===== config.mk =====
export PLATFORM = sky130hd
export DESIGN_NAME = cursor_overlay_pipe
export DESIGN_NICKNAME = d
export VERILOG_FILES = /design/src/rtl/cursor_overlay_pipe.sv
export SDC_FILE = /design/constraint.sdc
export NUM_CORES = 1
export LEC_CHECK = 0
export CAP_MARGIN = 20
export CORE_MARGIN = 1
export CORE_UTILIZATION = 41
export DETAILED_ROUTE_END_ITERATION = 10
export GPL_TIMING_DRIVEN = 1
export SLEW_MARGIN = 15
export SYNTH_ARGS = -nofsm -noshare
export SYNTH_HDL_FRONTEND = slang
export SYNTH_SLANG_ARGS = --single-unit

===== constraint.sdc =====
create_clock -name clk -period 3.3 [get_ports clk]
set_input_delay 0.99 -clock clk [delete_from_list [all_inputs] [get_ports clk]]
set_output_delay 0.99 -clock clk [all_outputs]
set_load 0.05 [all_outputs]

===== src/rtl/cursor_overlay_pipe.sv =====
// rtl/cursor_overlay_pipe.sv - two-stage arrow/crosshair cursor overlay with frame-latched position and mode hysteresis
// Optional blinking scope cursor when CURSOR_BLINK_EN is defined.
module cursor_overlay_pipe #(
   parameter int HC_W         = 11,
   parameter int VC_W         = 10,
   parameter int POS_W        = 12,
   parameter int RGB_W        = 12,
   parameter int ARROW_K      = 12,
   parameter int SCOPE_GAP    = 1,
   parameter int SCOPE_ARM    = 3,
   parameter int SCOPE_XLIMIT = 600,
   parameter int HOLD_FRAMES  = 2,
`ifdef CURSOR_BLINK_EN
   parameter int BLINK_FRAMES = 30,
`endif
   parameter logic [RGB_W-1:0] OUTLINE_RGB = 12'h000,
   parameter logic [RGB_W-1:0] FILL_RGB    = 12'hFFF
) (
   input  logic             clk,
   input  logic             rst,
   input  logic [POS_W-1:0] xpos,
   input  logic [POS_W-1:0] ypos,
   input  logic             select_mode,
   input  logic [HC_W-1:0]  hcount,
   input  logic [VC_W-1:0]  vcount,
   input  logic             hsync,
   input  logic             vsync,
   input  logic             hblnk,
   input  logic             vblnk,
   input  logic [RGB_W-1:0] rgb_in,
   output logic [HC_W-1:0]  hcount_out,
   output logic [VC_W-1:0]  vcount_out,
   output logic             hsync_out,
   output logic             vsync_out,
   output logic             hblnk_out,
   output logic             vblnk_out,
   output logic [RGB_W-1:0] rgb_out,
   output logic             scope_active
);

   typedef enum logic [1:0] {MOUSE, ARMING, SCOPE, DISARMING} mode_t;

   localparam logic [POS_W-1:0]    XLIM = POS_W'(SCOPE_XLIMIT);
   localparam logic [3:0]          HOLD = 4'(HOLD_FRAMES);
   localparam logic signed [POS_W:0] K_S   = (POS_W+1)'(ARROW_K);
   localparam logic signed [POS_W:0] GAP_S = (POS_W+1)'(SCOPE_GAP);
   localparam logic signed [POS_W:0] END_S = (POS_W+1)'(SCOPE_GAP + SCOPE_ARM);

   mode_t            state;
   logic [3:0]       cnt;
   logic [POS_W-1:0] x_l, y_l;
   logic             vblnk_prev;
   logic             tick, req, draw_scope, show_scope;

   assign tick       = vblnk & ~vblnk_prev;
   assign req        = select_mode && (xpos < XLIM);
   assign draw_scope = (state == SCOPE) || (state == DISARMING);

   always_ff @(posedge clk) begin
      if (!rst) begin
         state        <= MOUSE;
         cnt          <= '0;
         x_l          <= '0;
         y_l          <= '0;
         vblnk_prev   <= 1'b0;
         scope_active <= 1'b0;
      end else begin
         vblnk_prev <= vblnk;
         if (tick) begin
            x_l <= xpos;
            y_l <= ypos;
            case (state)
               MOUSE: if (req) begin
                  if (HOLD == 4'd1) begin
                     state        <= SCOPE;
                     cnt          <= '0;
                     scope_active <= 1'b1;
                  end else begin
                     state <= ARMING;
                     cnt   <= 4'd1;
                  end
               end
               ARMING: if (!req) begin
                  state <= MOUSE;
                  cnt   <= '0;
               end else if (cnt + 4'd1 == HOLD) begin
                  state        <= SCOPE;
                  cnt          <= '0;
                  scope_active <= 1'b1;
               end else begin
                  cnt <= cnt + 4'd1;
               end
               SCOPE: if (!req) begin
                  if (HOLD == 4'd1) begin
                     state        <= MOUSE;
                     cnt          <= '0;
                     scope_active <= 1'b0;
                  end else begin
                     state <= DISARMING;
                     cnt   <= 4'd1;
                  end
               end
               DISARMING: if (req) begin
                  state <= SCOPE;
                  cnt   <= '0;
               end else if (cnt + 4'd1 == HOLD) begin
                  state        <= MOUSE;
                  cnt          <= '0;
                  scope_active <= 1'b0;
               end else begin
                  cnt <= cnt + 4'd1;
               end
               default: state <= MOUSE;
            endcase
         end
      end
   end

`ifdef CURSOR_BLINK_EN
   localparam int BW = $clog2(BLINK_FRAMES + 1);
   logic [BW-1:0] blink_cnt;
   logic          visible;

   always_ff @(posedge clk) begin
      if (!rst) begin
         blink_cnt <= '0;
         visible   <= 1'b1;
      end else if (tick) begin
         if (blink_cnt == BW'(BLINK_FRAMES - 1)) begin
            blink_cnt <= '0;
            visible   <= ~visible;
         end else begin
            blink_cnt <= blink_cnt + 1'b1;
         end
      end
   end
   assign show_scope = visible;
`else
   assign show_scope = 1'b1;
`endif

   // Stage 1: offsets from the latched cursor, kept signed so left/up of the cursor stays negative
   logic signed [POS_W:0] dx, dy;
   logic [HC_W-1:0]       hcount_d1;
   logic [VC_W-1:0]       vcount_d1;
   logic                  hsync_d1, vsync_d1, hblnk_d1, vblnk_d1;
   logic [RGB_W-1:0]      rgb_d1;
   logic                  scope_d1, hide_d1, valid_d1;

   always_ff @(posedge clk) begin
      if (!rst) begin
         dx        <= '0;
         dy        <= '0;
         hcount_d1 <= '0;
         vcount_d1 <= '0;
         hsync_d1  <= 1'b0;
         vsync_d1  <= 1'b0;
         hblnk_d1  <= 1'b0;
         vblnk_d1  <= 1'b0;
         rgb_d1    <= '0;
         scope_d1  <= 1'b0;
         hide_d1   <= 1'b0;
         valid_d1  <= 1'b0;
      end else begin
         dx        <= $signed((POS_W+1)'(hcount)) - $signed({1'b0, x_l});
         dy        <= $signed((POS_W+1)'(vcount)) - $signed({1'b0, y_l});
         hcount_d1 <= hcount;
         vcount_d1 <= vcount;
         hsync_d1  <= hsync;
         vsync_d1  <= vsync;
         hblnk_d1  <= hblnk;
         vblnk_d1  <= vblnk;
         rgb_d1    <= rgb_in;
         scope_d1  <= draw_scope;
         hide_d1   <= draw_scope & ~show_scope;
         valid_d1  <= 1'b1;
      end
   end

   logic signed [POS_W:0] adx, ady;
   logic                  in_arrow, arrow_edge, scope_px;
   logic [RGB_W-1:0]      pix;

   assign adx = dx[POS_W] ? -dx : dx;
   assign ady = dy[POS_W] ? -dy : dy;

   always_comb begin
      in_arrow   = !dx[POS_W] && (dy >= dx) && (dy <= K_S);
      arrow_edge = (dx == '0) || (dx == dy) || (dy == K_S);
      scope_px   = ((dx == '0) && (dy == '0)) ||
                   ((dy == '0) && (adx > GAP_S) && (adx <= END_S)) ||
                   ((dx == '0) && (ady > GAP_S) && (ady <= END_S));
      pix = rgb_d1;
      if (valid_d1) begin
         if (scope_d1) begin
            if (scope_px && !hide_d1) pix = OUTLINE_RGB;
         end else if (in_arrow) begin
            pix = arrow_edge ? OUTLINE_RGB : FILL_RGB;
         end
      end
   end

   always_ff @(posedge clk) begin
      if (!rst) begin
         hcount_out <= '0;
         vcount_out <= '0;
         hsync_out  <= 1'b0;
         vsync_out  <= 1'b0;
         hblnk_out  <= 1'b0;
         vblnk_out  <= 1'b0;
         rgb_out    <= '0;
      end else begin
         hcount_out <= hcount_d1;
         vcount_out <= vcount_d1;
         hsync_out  <= hsync_d1;
         vsync_out  <= vsync_d1;
         hblnk_out  <= hblnk_d1;
         vblnk_out  <= vblnk_d1;
         rgb_out    <= pix;
      end
   end

endmodule


==> qor.yml <==
grt:
  grt_util_all_layers_pct: 18.9
  antenna_found_initial: 0
  grt_pass1_vias: 4629
  grt_pass1_wl_mm: 21.9
  grt_max_degree: 60
  grt_overflow: 0
critical_path:
  critPathMaxFanout: 12
  critPathLaunchType: "flop"
  r2r_cells: 9
  crit_path_start: "dx[1]"
  r2r_end: "rgb_out[10]"
  end_kind: "flop"
  regToRegSetupSlack_ns: 0.32
  r2r-start: "dx[1]"
  worstPathRequired_ns: 3.62
  path_class: "reg -> reg"
  crit_arrival_ns: 3.30
  critical_path.endpoint: "rgb_out[10]"
cells_and_area:
  utilization_pct: 55.4
  diodes: 0
  multiInputGateArea_sq_um: 3020
  final_common_cell: "dfxtp_1"
  num-fill-cells: 1309
  syn_to_final_growth_pct: 30.6
  layout_common_cells: "dfxtp_1 (133), clkdlybuf4s50_1 (100), nand2_1 (69)"
  design_area_sq_um: 7770
  final_nets: 883
  drive_above_1_share_pct: 7.34
  regArea_sq_um: 2660
clocking:
  cts_buffer_depth: 2
  hold_buffers: 0
  h-tree-depth: 4
  cts_resized: 0
  cts_setup_buffers: 0
  clk_pin_slew_ns: 0.06
  clk_latency_ns: 0.42
  cts_root_buf: "clkbuf_16"
  cts_tree: "done"
  clock_sinks: 133
  cts_buffers: 17
routing:
  drt-initial-drc-count: 257
  finalWirelength_mm: 13.3
  antenna_left: 0
  wl_per_cell_microns: 13.7
  firstDrtPassIters: 4
  vias: 4817
  vias_per_cell: 4.97
  remaining_drc_errors: 0
placed_design:
  place_hpwl_mm: 9.91
  dpl_cell_area_sq_um: 7190
  place.gp.congestion: 0.859
  io_buffer_count: 101
  place_ws_ns: 0.00486
timing:
  setup_tns_ns: 0
  finalCritPeriodShare_pct: 90.4
  fmax_mhz: 335
  timing_hold_violations_final: 0
  finalClockSkew_ns: 0.0140
  setup_viol: 0
  relSlewSlack_pct: 40.2
  fin_hold_ws_ns: 0.426
  tightest_slew_ns: 0.891
  slew_violations: 0
  min_period_ns: 2.98
  rsz0062_at_grt: "no"
  setup_ws_ns: 0.317
floorplan:
  die_width_microns: 122
  dieHeight_microns: 122
  core_sq_um: 14000
  die_area_sq_um: 15000
  initial_core_util_pct: 42.4
  rows: 43
  io_pins: 102
logic_synthesis:
  synth_top_family_by_area: "simple AND/OR/NAND/NOR gates"
  synth-async-reset-ratio_pct: 0
  syn_area_per_cell_sq_um: 8.92
  syn_inst: 667
  synthSimpleGateAreaFrac_pct: 22.2
  synth.top_cell.area_share_pct: 44.8
  synth_edf_count: 0
  synth_adder_area_share_pct: 9.09
  synth_compound_area_share_pct: 15.9
  yosys_warnings: 0
  synth_xor_area_share_pct: 2.36
  yosys-top-cells-area: "dfxtp_1 (45%), ha_1 (8.4%), and2_1 (6.2%), a21oi_1 (4.5%), nand2_1 (4.4%)"
  yosys.area.top_type: "dfxtp_1"
  synth_nets: 773
  yosysSeqAreaShare_pct: 44.8
  synth-seq-cells: 133
  yosys.cell_types.count: 64
  synth-main-ff-cell: "dfxtp_1"
  synthMuxAreaShare_pct: 1.03
  syn_area_sq_um: 5950
run:
  max_cap_violations: 0
outcome:
  status: "finished, final reports clean"
hold_path:
  holdPathStages: 1
  hold_class: "reg -> reg"
pwr:
  p_leak_nw: 3.23
  vdd_drop_max_mv: 0.372
  pwr_density_cell_nw_per_um2: 574
-- per-stage QoR --
| stage | power (mW) | std cells |
|---|---|---|
| 3_5_place_dp | 2.67 | 938 |
| 3_3_place_gp | 2.65 | 937 |
| 4_1_cts | 4.52 | 970 |
| 6_report | 4.46 | 970 |
| 5_1_grt | 4.69 | 970 |
| 2_1_floorplan | 2.38 | 667 |
-- worst max-delay path, stage by stage (launching register included) --
cell and delay (ns):
dfxtp_1 0.32, inv_1 0.12, ha_1 0.32, or3b_1 0.42, or4_4 0.57, o21bai_1 0.18
a2111o_1 0.30, nor4_2 0.20, o31ai_2 0.23, a21o_1 0.23
-- how the worst min path moves through the flow --
stage,endpoint,slack (ns),start
after floorplan,rgb_out[10],0.40,rgb_d1[10]
after global placement,rgb_out[11],0.40,rgb_d1[11]
after detailed placement,rgb_out[5],0.41,rgb_d1[5]
after CTS,rgb_out[4],0.43,rgb_d1[4]
after global routing,rgb_out[3],0.44,rgb_d1[3]
final,rgb_out[1],0.43,rgb_d1[1]
-- cells in the mapped netlist, drive strengths merged (5+ instances only) --
cell type	count
dfxtp	133
nand2	69
and2	59
a21oi	53
inv	48
nor2	45
ha	40
o21ai	21
clkbuf	18
nor3	18
a21o	17
nor2b	11
xnor2	10
nand3	8
or4	7
o211ai	6
xor2	6
a211oi	5
buf	5
mux2i	5
nand2b	5
nand4	5
nor4	5
o31ai	5
or3	5
-- logic make-up (layout without fill, tap and decap cells) --
kind of cell | count (synthesis) | count (layout)
fa+ha+maj | 42 | 42
flops | 133 | 133
simple gates | 255 | 255
buf+inv | 72 | 195
compound gates | 143 | 143
xor+xnor | 16 | 16
mux | 6 | 6
-- where the power goes --
group          switching (mW)  internal, mW  leakage (nW)
clock                   0.714          1.12         0.280
combinational           0.456         0.372          1.85
sequential             0.0891          1.72          1.10
total                    1.26          3.20          3.23
-- layer usage --
metal  up-vias  global-route usage, %  part of all wire, %
met5         -                      0                    0
li1       2514                      -                    -
met4         0                   7.01                  1.6
met2        89                   28.8                   45
met3        18                   5.44                  4.0
met1      2196                   25.3                   50
-- layout make-up --
| cell class | count | area share [%] |
|---|---|---|
| clock buffer | 18 | 5.52 |
| clock inverter | 14 | 2.00 |
| inverter | 49 | 2.37 |
| multi-input combinational | 462 | 38.8 |
| sequential | 133 | 34.3 |
| tap | 180 | 2.90 |
| timing repair buffer | 114 | 14.2 |
-- flip-flops by register name, summed over array words and instances (netlist names), 4 cells and up, named ones only --
register,count
vcount_d1,10
dx,13
vcount_out,10
rgb_d1,12
dy,13
cnt,4
rgb_out,12
x_l,12
hcount_d1,11
hcount_out,11
y_l,12
Note: power is estimated with default switching activity, not from simulation.
